## src/rtl/pcm_sample_fifo_if.sv

```systemverilog
// Sample stream handshake carried from the PCM FIFO head to its consumer.
// The FIFO drives the master side; the consumer drives out_ready.
interface pcm_sample_fifo_if;
   logic signed [15:0] out_data;
   logic               out_valid;
   logic               out_ready;

   modport master (
      output out_data,
      output out_valid,
      input  out_ready
   );

   modport slave (
      input  out_data,
      input  out_valid,
      output out_ready
   );
endinterface

```

## src/rtl/pcm_sample_fifo.sv

```systemverilog
// Brings decimated PCM samples from the pdm_clk domain into clk, optionally
// removes DC with a first-order high-pass, and buffers them in a FWFT FIFO.
module pcm_sample_fifo #(
   parameter int DEPTH    = 16,
   parameter int DC_SHIFT = 4
) (
   input  logic                   clk,
   input  logic                   rst_n,
   input  logic                   pcm_clk,
   input  logic signed [15:0]     pcm,
   pcm_sample_fifo_if.master      out,
   output logic [$clog2(DEPTH):0] level,
   output logic                   overflow,
   input  logic                   clear_overflow
);

   localparam int          AW      = $clog2(DEPTH);
   localparam logic [AW:0] PTR_ONE = (AW + 1)'(1);

   logic               sync1_reg;
   logic               sync2_reg;
   logic               sync3_reg;
   logic               edge_pulse;
   logic signed [15:0] x_reg;
   logic               cap_vld_reg;
   logic signed [15:0] y_next;
   logic signed [15:0] y_reg;
   logic               y_vld_reg;

   // Only the strobe is synchronized; pcm is held stable long enough to be
   // sampled directly once the synchronized edge is seen.
   always_ff @(posedge clk or negedge rst_n) begin
      if (!rst_n) begin
         sync1_reg <= 1'b0;
         sync2_reg <= 1'b0;
         sync3_reg <= 1'b0;
      end else begin
         sync1_reg <= pcm_clk;
         sync2_reg <= sync1_reg;
         sync3_reg <= sync2_reg;
      end
   end

   assign edge_pulse = sync2_reg & ~sync3_reg;

   always_ff @(posedge clk or negedge rst_n) begin
      if (!rst_n) begin
         x_reg       <= '0;
         cap_vld_reg <= 1'b0;
      end else begin
         cap_vld_reg <= edge_pulse;
         if (edge_pulse) begin
            x_reg <= pcm;
         end
      end
   end

   generate
      if (DC_SHIFT == 0) begin : g_bypass
         assign y_next = x_reg;
      end else begin : g_dc
         logic signed [39:0] acc_reg;
         logic signed [39:0] acc_next;
         logic signed [39:0] diff_ext;
         logic signed [39:0] acc_decay;
         logic signed [15:0] x_prev_reg;
         logic signed [16:0] diff;
         logic signed [31:0] y_wide;

         // acc carries 8 fractional bits; it is left to grow unclamped so the
         // pole stays exact, and only the presented sample saturates.
         always_comb begin
            diff      = {x_reg[15], x_reg} - {x_prev_reg[15], x_prev_reg};
            diff_ext  = {{23{diff[16]}}, diff};
            acc_decay = acc_reg >>> DC_SHIFT;
            acc_next  = acc_reg + (diff_ext <<< 8) - acc_decay;
            y_wide    = 32'(acc_next >>> 8);
            if (y_wide > 32'sd32767) begin
               y_next = 16'sh7FFF;
            end else if (y_wide < -32'sd32768) begin
               y_next = 16'sh8000;
            end else begin
               y_next = y_wide[15:0];
            end
         end

         always_ff @(posedge clk or negedge rst_n) begin
            if (!rst_n) begin
               acc_reg    <= '0;
               x_prev_reg <= '0;
            end else if (cap_vld_reg) begin
               acc_reg    <= acc_next;
               x_prev_reg <= x_reg;
            end
         end
      end
   endgenerate

   always_ff @(posedge clk or negedge rst_n) begin
      if (!rst_n) begin
         y_reg     <= '0;
         y_vld_reg <= 1'b0;
      end else begin
         y_vld_reg <= cap_vld_reg;
         if (cap_vld_reg) begin
            y_reg <= y_next;
         end
      end
   end

   logic signed [15:0] mem [DEPTH];
   logic [AW:0]        wptr_reg;
   logic [AW:0]        rptr_reg;
   logic [AW:0]        wptr_next;
   logic [AW:0]        rptr_next;
   logic [AW:0]        level_reg;
   logic signed [15:0] out_data_reg;
   logic               out_valid_reg;
   logic               overflow_reg;
   logic               full;
   logic               rd_en;
   logic               wr_en;
   logic               drop;

   assign full  = (wptr_reg[AW] != rptr_reg[AW]) &&
                  (wptr_reg[AW-1:0] == rptr_reg[AW-1:0]);
   assign rd_en = out_valid_reg & out.out_ready;
   // A read in the same cycle frees the slot a full FIFO needs.
   assign wr_en = y_vld_reg & (~full | rd_en);
   assign drop  = y_vld_reg & full & ~rd_en;

   always_comb begin
      rptr_next = rptr_reg;
      wptr_next = wptr_reg;
      if (rd_en) begin
         rptr_next = rptr_reg + PTR_ONE;
      end
      if (wr_en) begin
         wptr_next = wptr_reg + PTR_ONE;
      end
   end

   always_ff @(posedge clk) begin
      if (wr_en) begin
         mem[wptr_reg[AW-1:0]] <= y_reg;
      end
   end

   // The head register is loaded from the incoming sample when it becomes
   // the head directly, otherwise from the buffer after a pop.
   always_ff @(posedge clk or negedge rst_n) begin
      if (!rst_n) begin
         wptr_reg      <= '0;
         rptr_reg      <= '0;
         out_data_reg  <= '0;
         out_valid_reg <= 1'b0;
      end else begin
         wptr_reg      <= wptr_next;
         rptr_reg      <= rptr_next;
         out_valid_reg <= (wptr_next != rptr_next);
         if (wr_en && (wptr_reg == rptr_next)) begin
            out_data_reg <= y_reg;
         end else if (rd_en) begin
            out_data_reg <= mem[rptr_next[AW-1:0]];
         end
      end
   end

   always_ff @(posedge clk or negedge rst_n) begin
      if (!rst_n) begin
         level_reg    <= '0;
         overflow_reg <= 1'b0;
      end else begin
         case ({wr_en, rd_en})
            2'b10:   level_reg <= level_reg + PTR_ONE;
            2'b01:   level_reg <= level_reg - PTR_ONE;
            default: level_reg <= level_reg;
         endcase
         if (drop) begin
            overflow_reg <= 1'b1;
         end else if (clear_overflow) begin
            overflow_reg <= 1'b0;
         end
      end
   end

   assign out.out_data  = out_data_reg;
   assign out.out_valid = out_valid_reg;
   assign level         = level_reg;
   assign overflow      = overflow_reg;

endmodule

```

## src/flat_wrapper.sv

```systemverilog
// flat-port wrapper written by rule: the top's interface ports become plain ports
module pcm_sample_fifo_flat 
#(
   parameter int DEPTH    = 16,
   parameter int DC_SHIFT = 4
)
  (clk, rst_n, pcm_clk, pcm, level, overflow, clear_overflow, out_out_data, out_out_valid, out_out_ready);
  pcm_sample_fifo_if out_i ();
  input  logic clk;
  input  logic rst_n;
  input  logic pcm_clk;
  input  logic signed [15:0] pcm;
  output logic [$clog2(DEPTH):0] level;
  output logic overflow;
  input  logic clear_overflow;
  output wire logic [$bits(out_i.out_data)-1:0] out_out_data;
  output wire logic [$bits(out_i.out_valid)-1:0] out_out_valid;
  input wire logic [$bits(out_i.out_ready)-1:0] out_out_ready;
  assign out_out_data = out_i.out_data;
  assign out_out_valid = out_i.out_valid;
  assign out_i.out_ready = out_out_ready;
  pcm_sample_fifo #(.DEPTH(DEPTH), .DC_SHIFT(DC_SHIFT)) u_core (.clk(clk), .rst_n(rst_n), .pcm_clk(pcm_clk), .pcm(pcm), .out(out_i), .level(level), .overflow(overflow), .clear_overflow(clear_overflow));
endmodule
```

## config.mk

```make
export PLATFORM = sky130hd
export DESIGN_NAME = pcm_sample_fifo_flat
export DESIGN_NICKNAME = d
export VERILOG_FILES = /design/src/rtl/pcm_sample_fifo_if.sv /design/src/rtl/pcm_sample_fifo.sv /design/src/flat_wrapper.sv
export SDC_FILE = /design/constraint.sdc
export NUM_CORES = 1
export LEC_CHECK = 0
export ABC_AREA = 0
export CAP_MARGIN = 20
export CORE_MARGIN = 10
export CORE_UTILIZATION = 44
export DETAILED_ROUTE_END_ITERATION = 16
export PLACE_DENSITY = 0.68
export SLEW_MARGIN = 20
export SYNTH_ARGS = -nofsm -noshare
export SYNTH_HDL_FRONTEND = slang
export SYNTH_SLANG_ARGS = --single-unit
```

## constraint.sdc

```tcl
create_clock -name clk -period 9.58 [get_ports clk]
set_clock_uncertainty 0.15 [all_clocks]
set_input_delay 0.958 -clock clk [delete_from_list [all_inputs] [get_ports clk]]
set_output_delay 0.958 -clock clk [all_outputs]
set_load 0.02 [all_outputs]
```

Yosys cells after proc, flatten, opt, wreduce, memory -nomap -nowiden
Memory sizes are Yosys's and may differ from the RTL's. Index checks and enable logic that the tools add are counted.

$add $sub $neg: 7. Multipliers: 0. Divide/modulo/power cells: 0. $lt $le $gt $ge: 2. Equality and inequality tests: 6. Shift-type cells: 0. Multiplexer cells: 11. Bitwise operators: 9. Reductions and logical operators: 5.

Operators by type and width (count): two-way mux 16 bit (4); adder 40 x 25 -> 40 bit (1); subtractor 40 x 36 -> 40 bit (1); > comparator 32 x 16 -> 1 bit, second input constant (1); < comparator 32 x 16 -> 1 bit, second input constant (1); subtractor 16 x 16 -> 17 bit (1); adder 5 x 1 -> 5 bit, second input constant (3); two-way mux 5 bit (2); one-hot mux 5 bit (2 select lines) (1); nonzero test 2 bit (3); bitwise AND 1 bit (5); == test 5 bit (1); inequality test 5 bit (1); subtractor 5 x 1 -> 5 bit, second input constant (1); == test 4 bit (1); two-way mux 1 bit (4); inverter 1 bit (3); == test 2 x 1 -> 1 bit, second input constant (1); == test 2 bit, second input constant (1); logical AND 1 bit (2); inequality test 1 bit (1); OR 1 bit (1).

Register bits: 126. Bits in latches: 0. RAM bits: 256. Memory bits (read-only): 0. Input port bits: 21. Word-level logic and storage cells: 56. Memories kept: 1.

Memory list: u_core.mem (words 16, bits a word 16, rd ports 1, clocked after Yosys merged registers in 0, write ports 1, RTL line pcm_sample_fifo.sv:111) `logic signed [15:0] mem [DEPTH];`.

Depth between registers and ports, before layout
Depth after elaboration: 7. Gate-level depth with buffers: 29. Depth with buffers taken out: 27.

Least setup slack after synthesis
Ideal clock, no wire load.

Path type: reg2reg. From: reg u_core.x_reg[0]. To: reg u_core.y_reg[10]. Library setup time: 0.131 ns. Data arrival time: 6.384 ns. Required time: 9.299 ns. Path slack: 2.915 ns. Cell stages (with the launch flop): 29. Clock period less this slack: 6.665 ns. Cell sequence: dfrtp_1 inv_1 ha_1 fa_1 nor2b_1 o21ai_0 a21boi_0 o21ai_0 a21boi_0 o21ai_0 a21boi_0 o311ai_0 a21oi_1 a2111oi_0 a21o_1 fa_1 ha_1 clkbuf_1 a21oi_1 nor2_1 or3_1 o32ai_1 nor3_1 or3_1 a21oi_1 or4b_4 nand2_4 buf_12 o22ai_2.

Cells in the longest elaborated chain, start to end: 6. Elaborated cells on any way between the ends: 7.

RTL lines: start: declaration (RTL line pcm_sample_fifo.sv:24) `logic signed [15:0] x_reg;`; start signal: assignment (RTL line pcm_sample_fifo.sv:53) `x_reg <= pcm;`; subtractor 16 x 16 -> 17 bit (*) (RTL line pcm_sample_fifo.sv:73) `diff = {x_reg[15], x_reg} - {x_prev_reg[15], x_prev_reg};`; adder 40 x 25 -> 40 bit (*) (RTL line pcm_sample_fifo.sv:76) `acc_next = acc_reg + (diff_ext <<< 8) - acc_decay;`; subtractor 40 x 36 -> 40 bit (*) (RTL line pcm_sample_fifo.sv:76); < comparator 32 x 16 -> 1 bit (RTL line pcm_sample_fifo.sv:80) `end else if (y_wide < -32'sd32768) begin`; two-way mux 16 bit (RTL line pcm_sample_fifo.sv:80); two-way mux 16 bit (*) (RTL line pcm_sample_fifo.sv:78) `if (y_wide > 32'sd32767) begin`; end signal: assignment (RTL line pcm_sample_fifo.sv:106) `y_reg <= y_next;`; end: declaration (RTL line pcm_sample_fifo.sv:27) `logic signed [15:0] y_reg;`.

Every way passes the cells marked *; elsewhere a longest branch is shown, timed or not. A chain may end at the register's enable or synchronous reset.

Final worst setup path
From: reg u_core.x_reg[0]. To: reg u_core.y_reg[14].

Same word-level chain as after synthesis.

==> impl_metrics.env <==
export IMPL_status="completed"
export IMPL_slew_viol_final=0
export IMPL_grtUsageTotal_pct=16.8
export IMPL_ys_warnings_count=0
export IMPL_io_buffers=43
export IMPL_ys_seq_area_share_pct=56.1
export IMPL_fmax_mhz=126
export IMPL_hpwl_um=28200
export IMPL_slew_headroom_pct=28.3
export IMPL_cp_arrival_ps=8170
export IMPL_tightest_slew_ps=1070
export IMPL_grt_start_max_net_pins=100
export IMPL_synth_top_area_share_pct=39.8
export IMPL_fill_cells=3849
export IMPL_worstPathMaxFanout=16
export IMPL_async_reset_ff_share_pct=33.0
export IMPL_end_kind="flip-flop"
export IMPL_ant_nets=0
export IMPL_syn_area_mm2=0.0193
export IMPL_wire_per_inst_um=18.3
export IMPL_worst_setup_path_start_kind="flip-flop"
export IMPL_root_buffer="clkbuf_16"
export IMPL_drt_pass1_iterations=7
export IMPL_drive_gt1_share_pct=7.15
export IMPL_clockBufferDepth=3
export IMPL_vias_per_cell=5.51
export IMPL_antenna_found_initial=0
export IMPL_htree_levels=2
export IMPL_grt_overflow_total=0
export IMPL_hold_viol_final=0
export IMPL_clock_sinks=382
export IMPL_synth_area_top_cells="edfxtp_1 40%, dfrtp_1 16%, nand2_1 7.3%"
export IMPL_avgSynthCellArea_um2=10.7
export IMPL_die_area_mm2=0.0527
export IMPL_synth_cells=1797
export IMPL_setup_viol=0
export IMPL_vias=13300
export IMPL_pin_count=44
export IMPL_route_detailed_drc=0
export IMPL_areaGrowthSynthToFinish_pct=11.7
export IMPL_critPathRequiredTime_ps=9830
export IMPL_hold_slack_ps=198
export IMPL_fin_cells=2417
export IMPL_routed_wl_um=44300
export IMPL_die_width_um=230
export IMPL_synth_ff_type="edfxtp_1"
export IMPL_num_rows=76
export IMPL_final_area_mm2=0.0216
export IMPL_clk_pin_slew_worst_paths_ps=60
export IMPL_hold_path_class="reg -> reg"
export IMPL_critPathKind="reg -> reg"
export IMPL_synthDistinctLibCells=73
export IMPL_drt_initial_drc_count=1084
export IMPL_synth_edf_count=256
export IMPL_drv_cap=0
export IMPL_cts_setup_buffers=0
export IMPL_gp_congestion=0.874
export IMPL_numCtsBuffers=42
export IMPL_initial_utilization_pct=44.6
export IMPL_finalNetCount=1925
export IMPL_fin_crit_sh_pct=82.7
export IMPL_tns_ps=0
export IMPL_cts_resized=0
export IMPL_grt_pass1_wl_um=72400
export IMPL_cts_hold_buf=0
export IMPL_cts_tree="yes"
export IMPL_placed_area_mm2=0.0202
export IMPL_dp_cells=2338
export IMPL_yosysTopAreaCell="edfxtp_1"
export IMPL_fp_dieH_um=230
export IMPL_diodes=0
export IMPL_period_minus_slack_ps=7920
export IMPL_rsz0062_at_grt="no"
export IMPL_clkLatencyLatePin_ps=580
export IMPL_largest_register_ffs=256
export IMPL_grt_pass1_vias=13200
export IMPL_fp_coreArea_mm2=0.0433
export IMPL_ys_ff_latch=382
export IMPL_syn_nets=1924
## synth_stat cells, drive strengths merged (7+ instances only)
cell    number
nand2      376
edfxtp     256
nand3      144
dfrtp      126
o21ai      115
inv         84
clkbuf      82
ha          72
nor2        69
a21oi       67
a311oi      51
xnor2       41
fa          34
a21o        23
and2        22
and3        21
xor2        21
mux2        19
o22ai       18
buf         17
nand4       16
nor3        15
a211oi      14
a21boi       7
nor2b        7
## layout make-up
| cell class | count | area (um2) | area share (%) |
|---|---|---|---|
| tap | 585 | 732 | 3.39 |
| multi-input combinational | 1231 | 7810 | 36.2 |
| sequential | 382 | 10800 | 50.3 |
| timing repair buffer | 56 | 549 | 2.55 |
| clock inverter | 22 | 188 | 0.870 |
| inverter | 85 | 320 | 1.48 |
| clock buffer | 56 | 1130 | 5.25 |
## path summary, 6_finish.rpt
kind | start | end | slack (ps) | depth (start not counted)
max | u_core.x_reg[0]$_DFFE_PN0P_ | u_core.y_reg[14]$_DFFE_PN0P_ | 1660 | 26
min | u_core.sync1_reg$_DFF_PN0_ | u_core.sync2_reg$_DFF_PN0_ | 200 | 0
min reg2reg | u_core.sync1_reg$_DFF_PN0_ | u_core.sync2_reg$_DFF_PN0_ | 200 | 0
min in group asynchronous | rst_n | u_core.g_dc.acc_reg[28]$_DFFE_PN0P_ | 310 | 1
max reg2reg | u_core.x_reg[0]$_DFFE_PN0P_ | u_core.y_reg[14]$_DFFE_PN0P_ | 1660 | 26
max in group asynchronous | rst_n | u_core.rptr_reg[0]$_DFF_PN0_ | 7830 | 2
## critical path, cell delays in order (launching register included)
cell       delay, ps
dfrtp_1          380
inv_1             70
ha_1             180
fa_1             220
nor2b_1           50
o21ai_0          180
a21boi_0         150
o21ai_0          210
a21boi_0         130
o21ai_0          220
a21boi_0         180
o311ai_0         500
a21oi_1          180
a2111oi_0        490
a21o_1           700
fa_1             550
ha_1             380
a21oi_1          200
o21ai_1          140
or3_1            430
o32ai_1          320
nor3_1           120
or3_1            350
and2_1           200
and4_1           220
a21oi_2          660
o22ai_1          180
## cell usage in the layout (no fill, tap or decap), types with 19 or more instances in the layout
cell type        instances
nand3_1                143
inv_1                   81
a21oi_1                 66
a21o_1                  23
clkdlybuf4s50_1         42
fa_1                    34
xnor2_1                 40
and3_1                  21
edfxtp_1               256
ha_1                    72
and2_1                  21
o21ai_0                107
a311oi_1                51
mux2_2                  19
dfrtp_1                125
clkbuf_16               42
nand2_1                375
xor2_1                  19
nor2_1                  69
## per-layer routing
metal | vias up | track usage [%] | share of wire [%]
li1 | 6414 | - | -
met1 | 6496 | 22.1 | 44
met2 | 344 | 27.9 | 48
met3 | 74 | 2.68 | 5.0
met4 | 0 | 5.79 | 2.6
met5 | - | 0 | 0
## cells by family (layout without fill, tap and decap cells)
family | after synthesis | count (layout) | synth area share (%)
AOI/OAI and AO/OA | 336 | 336 | 11.6
xor gates and xnor gates | 62 | 62 | 2.81
adders and majority gates | 106 | 106 | 8.19
buffers and inverters | 184 | 219 | 3.72
DFF | 382 | 382 | 56.1
muxes | 23 | 23 | 1.32
and+or+nand+nor | 704 | 704 | 16.3
## per-stage QoR
step	util, %	setup slack [ps]
5_1_grt	49.9	926
6_report	49.9	1660
2_1_floorplan	-	2910
3_3_place_gp	46.7	1890
3_5_place_dp	46.7	1720
4_1_cts	49.8	1660
Power is left out: the tool's default activity adds up to more than one toggle a clock period on the data nets, which glitch-free logic cannot reach.
==> patch, RTL diff (same flow settings) <==
`DEPTH` is set to 16 in 2 places; all go to 32.
--- a/src/rtl/pcm_sample_fifo.sv
+++ b/src/rtl/pcm_sample_fifo.sv
@@ -1,7 +1,7 @@
 // Brings decimated PCM samples from the pdm_clk domain into clk, optionally
 // removes DC with a first-order high-pass, and buffers them in a FWFT FIFO.
 module pcm_sample_fifo #(
-   parameter int DEPTH    = 16,
+   parameter int DEPTH    = 32,
    parameter int DC_SHIFT = 4
 ) (
    input  logic                   clk,
--- a/src/flat_wrapper.sv
+++ b/src/flat_wrapper.sv
@@ -1,7 +1,7 @@
 // flat-port wrapper written by rule: the top's interface ports become plain ports
 module pcm_sample_fifo_flat 
 #(
-   parameter int DEPTH    = 16,
+   parameter int DEPTH    = 32,
    parameter int DC_SHIFT = 4
 )
   (clk, rst_n, pcm_clk, pcm, level, overflow, clear_overflow, out_out_data, out_out_valid, out_out_ready);
Interface: changed (resized level); port bits go from 44 to 45. The function was not compared with the original's and may differ.
==> patch against the original RTL <==
Worst hold slack gained 0.0018 ns. Count of clock-buffer cells in the layout grew 32. Sequential cell count grew 259. Synthesized area grew 52%. Design area grew 53%. Worst setup slack lost 0.12 ns. Routed wire length grew 63%.
Power is not shown: default switching activity piles up to over one toggle a cycle in this logic, so the estimate is an artifact.
==> patch: results (changes against the original RTL) <==
synth:
  yosys-top-cells-area: "edfxtp_1 52%, dfrtp_1 11%, nand2_1 7.8%"  # was edfxtp_1 40%, dfrtp_1 16%, nand2_1 7.3%
  muxShareOfSynthArea_pct: 1.55  # was 1.32%
  synth_cell_types: 63  # was 73
  syn_nets: 2686  # was 1924
  synth_commonest_cells: "607 x nand2_1, 512 x edfxtp_1, 276 x nand3_1"  # was 375 x nand2_1, 256 x edfxtp_1, 143 x nand3_1
  ys_seq_area_share_pct: 63.4  # was 56.1%
  ys_async_sr_fraction_pct: 20.1  # was 33.0%
  yosys.area_share.adder_pct: 5.43  # was 8.19%
  synth-edff-count: 512  # was 256
  synth_warnings: 0  # unchanged
  synth_compound_area_share_pct: 8.12  # was 11.6%
  synthXorXnorAreaFrac_pct: 2.27  # was 2.81%
route:
  first_pass_iters: 6  # was 7
  vias: 20000  # was 13300
  drtIter0Drc: 2240  # was 1084
  wl_per_cell_um: 20.7  # was 18.3 um
global_route:
  grt_antenna_before_repair: 1  # was 0
  grt_max_degree: 182  # was 100
  grt_pass1_wl_mm: 111  # was 72.4 mm
  grt_use_total_pct: 18.2  # was 16.8%
  grt_pass1_vias: 19400  # was 13200
hold_path:
  hold_class: "input pin to asynchronous set/reset pin"  # was flip-flop to flip-flop
setup_path:
  ff2ff_path_depth: 27  # was 26
  worstReg2RegStart: "u_core.x_reg[0]"  # unchanged
  rrSetupSlack_ns: 1.53  # was 1.66 ns
  worstPathArrival_ns: 8.36  # was 8.17 ns
  cp_max_fo: 16  # unchanged
  crit_family: "compound AO/OA/AOI/OAI gates"  # unchanged
  r2r_end: "u_core.y_reg[0]"  # was u_core.y_reg[14]
  critical_path.max_stage_delay_ns: 0.82  # was 0.70 ns
  slowest_stage: "o22ai_2"  # was a21o_1
layout:
  num-fill-cells: 5624  # was 3849
  largest_register_ffs: 512  # was 256
  final_layout_size_suffix_gt1_share_pct: 8.51  # was 7.15%
  n_antenna_cell: 0  # unchanged
sta:
  whs_ns: 0.200  # was 0.198 ns
  slew_viol_final: 0  # unchanged
  setup_viol: 0  # unchanged
  relSlewSlack_pct: 27.8  # was 28.3%
  hold_violations: 0  # unchanged
clock_tree:
  path_clk_slew_ns: 0.06  # about the same
  clk_latency_ns: 0.63  # was 0.58 ns
  cts_root_buffer: "clkbuf_16"  # unchanged
  cts_resized: 0  # unchanged
  h-tree-depth: 3  # was 2
  cts_inserted_buffers: 69  # was 42
  post-cts-setup-buffers: 0  # unchanged
  clk_path_buf_depth: 3  # unchanged
status:
  run_status: "completed"  # unchanged
place:
  place.gp.congestion: 0.884  # was 0.874
  io_buffers: 44  # was 43
  hpwl_mm: 41.8  # was 28.2 mm
[patch: cell count changes in the layout (fill, tap and decap cells not counted), moves of 16 or more]
cell	before	now
mux2_2	19	35
clkbuf_16	42	69
a31oi_1	3	21
nor2_1	69	106
buf_4	12	53
edfxtp_1	256	512
nand2_1	375	607
nand3_1	143	276
o21ai_0	107	88
and2_1	21	1
a21oi_1	66	90
a311oi_1	51	80
[patch: kinds of logic (layout without fill, tap and decap cells)]
family / count (synthesis) / after routing
multiplexers: 41 / 41
XOR/XNOR: 76 / 76
flip-flops: 641 / 641
adder cells (fa/ha/maj): 107 / 107
AO/OA/AOI/OAI: 363 / 363
AND/OR/NAND/NOR: 1097 / 1097
buffers and inverters: 233 / 307
[patch: final cells by class]
| class | instances | area [um2] | area share, % |
|---|---|---|---|
| clock buffer | 88 | 1860 | 5.61 |
| multi-input combinational | 1684 | 9960 | 30.1 |
| inverter | 85 | 329 | 0.994 |
| clock inverter | 35 | 380 | 1.15 |
| timing repair buffer | 99 | 887 | 2.68 |
| tap | 864 | 1080 | 3.27 |
| sequential | 641 | 18600 | 56.2 |
[patch: layer usage]
metal | vias up | global-route usage (%) | wire length (um) | part of all wire, %
li1 | 9218 | - | - | -
met1 | 9886 | 23.5 | 29700 | 41
met2 | 747 | 30.2 | 35000 | 48
met3 | 130 | 3.50 | 5480 | 7.6
met4 | 0 | 7.01 | 2210 | 3.1
met5 | - | 0 | 0 | 0
[patch: through the flow]
| step | instances | utilization, % | area, um2 | setup WS [ns] |
|---|---|---|---|---|
| final | 3496 | 50.2 | 33100 | 1.53 |
| after floorplan | 2558 | - | 29300 | 2.22 |
| after global placement | 3372 | 46.7 | 30800 | 1.83 |
| after global routing | 3496 | 50.2 | 33100 | 1.02 |
| after detailed placement | 3373 | 46.8 | 30900 | 1.74 |
| after CTS | 3496 | 50.2 | 33100 | 1.67 |
[patch: worst max-delay path by stage]
stage                         start               end  slack (ns)  depth (start not counted)
floorplan           u_core.x_reg[0]  u_core.y_reg[10]        2.22                         28
global placement    u_core.x_reg[0]  u_core.y_reg[14]        1.83                         27
detailed placement  u_core.x_reg[0]   u_core.y_reg[4]        1.74                         27
CTS                 u_core.x_reg[0]   u_core.y_reg[4]        1.67                         27
global route        u_core.x_reg[0]   u_core.y_reg[3]        1.02                         27
finish              u_core.x_reg[0]   u_core.y_reg[0]        1.53                         27
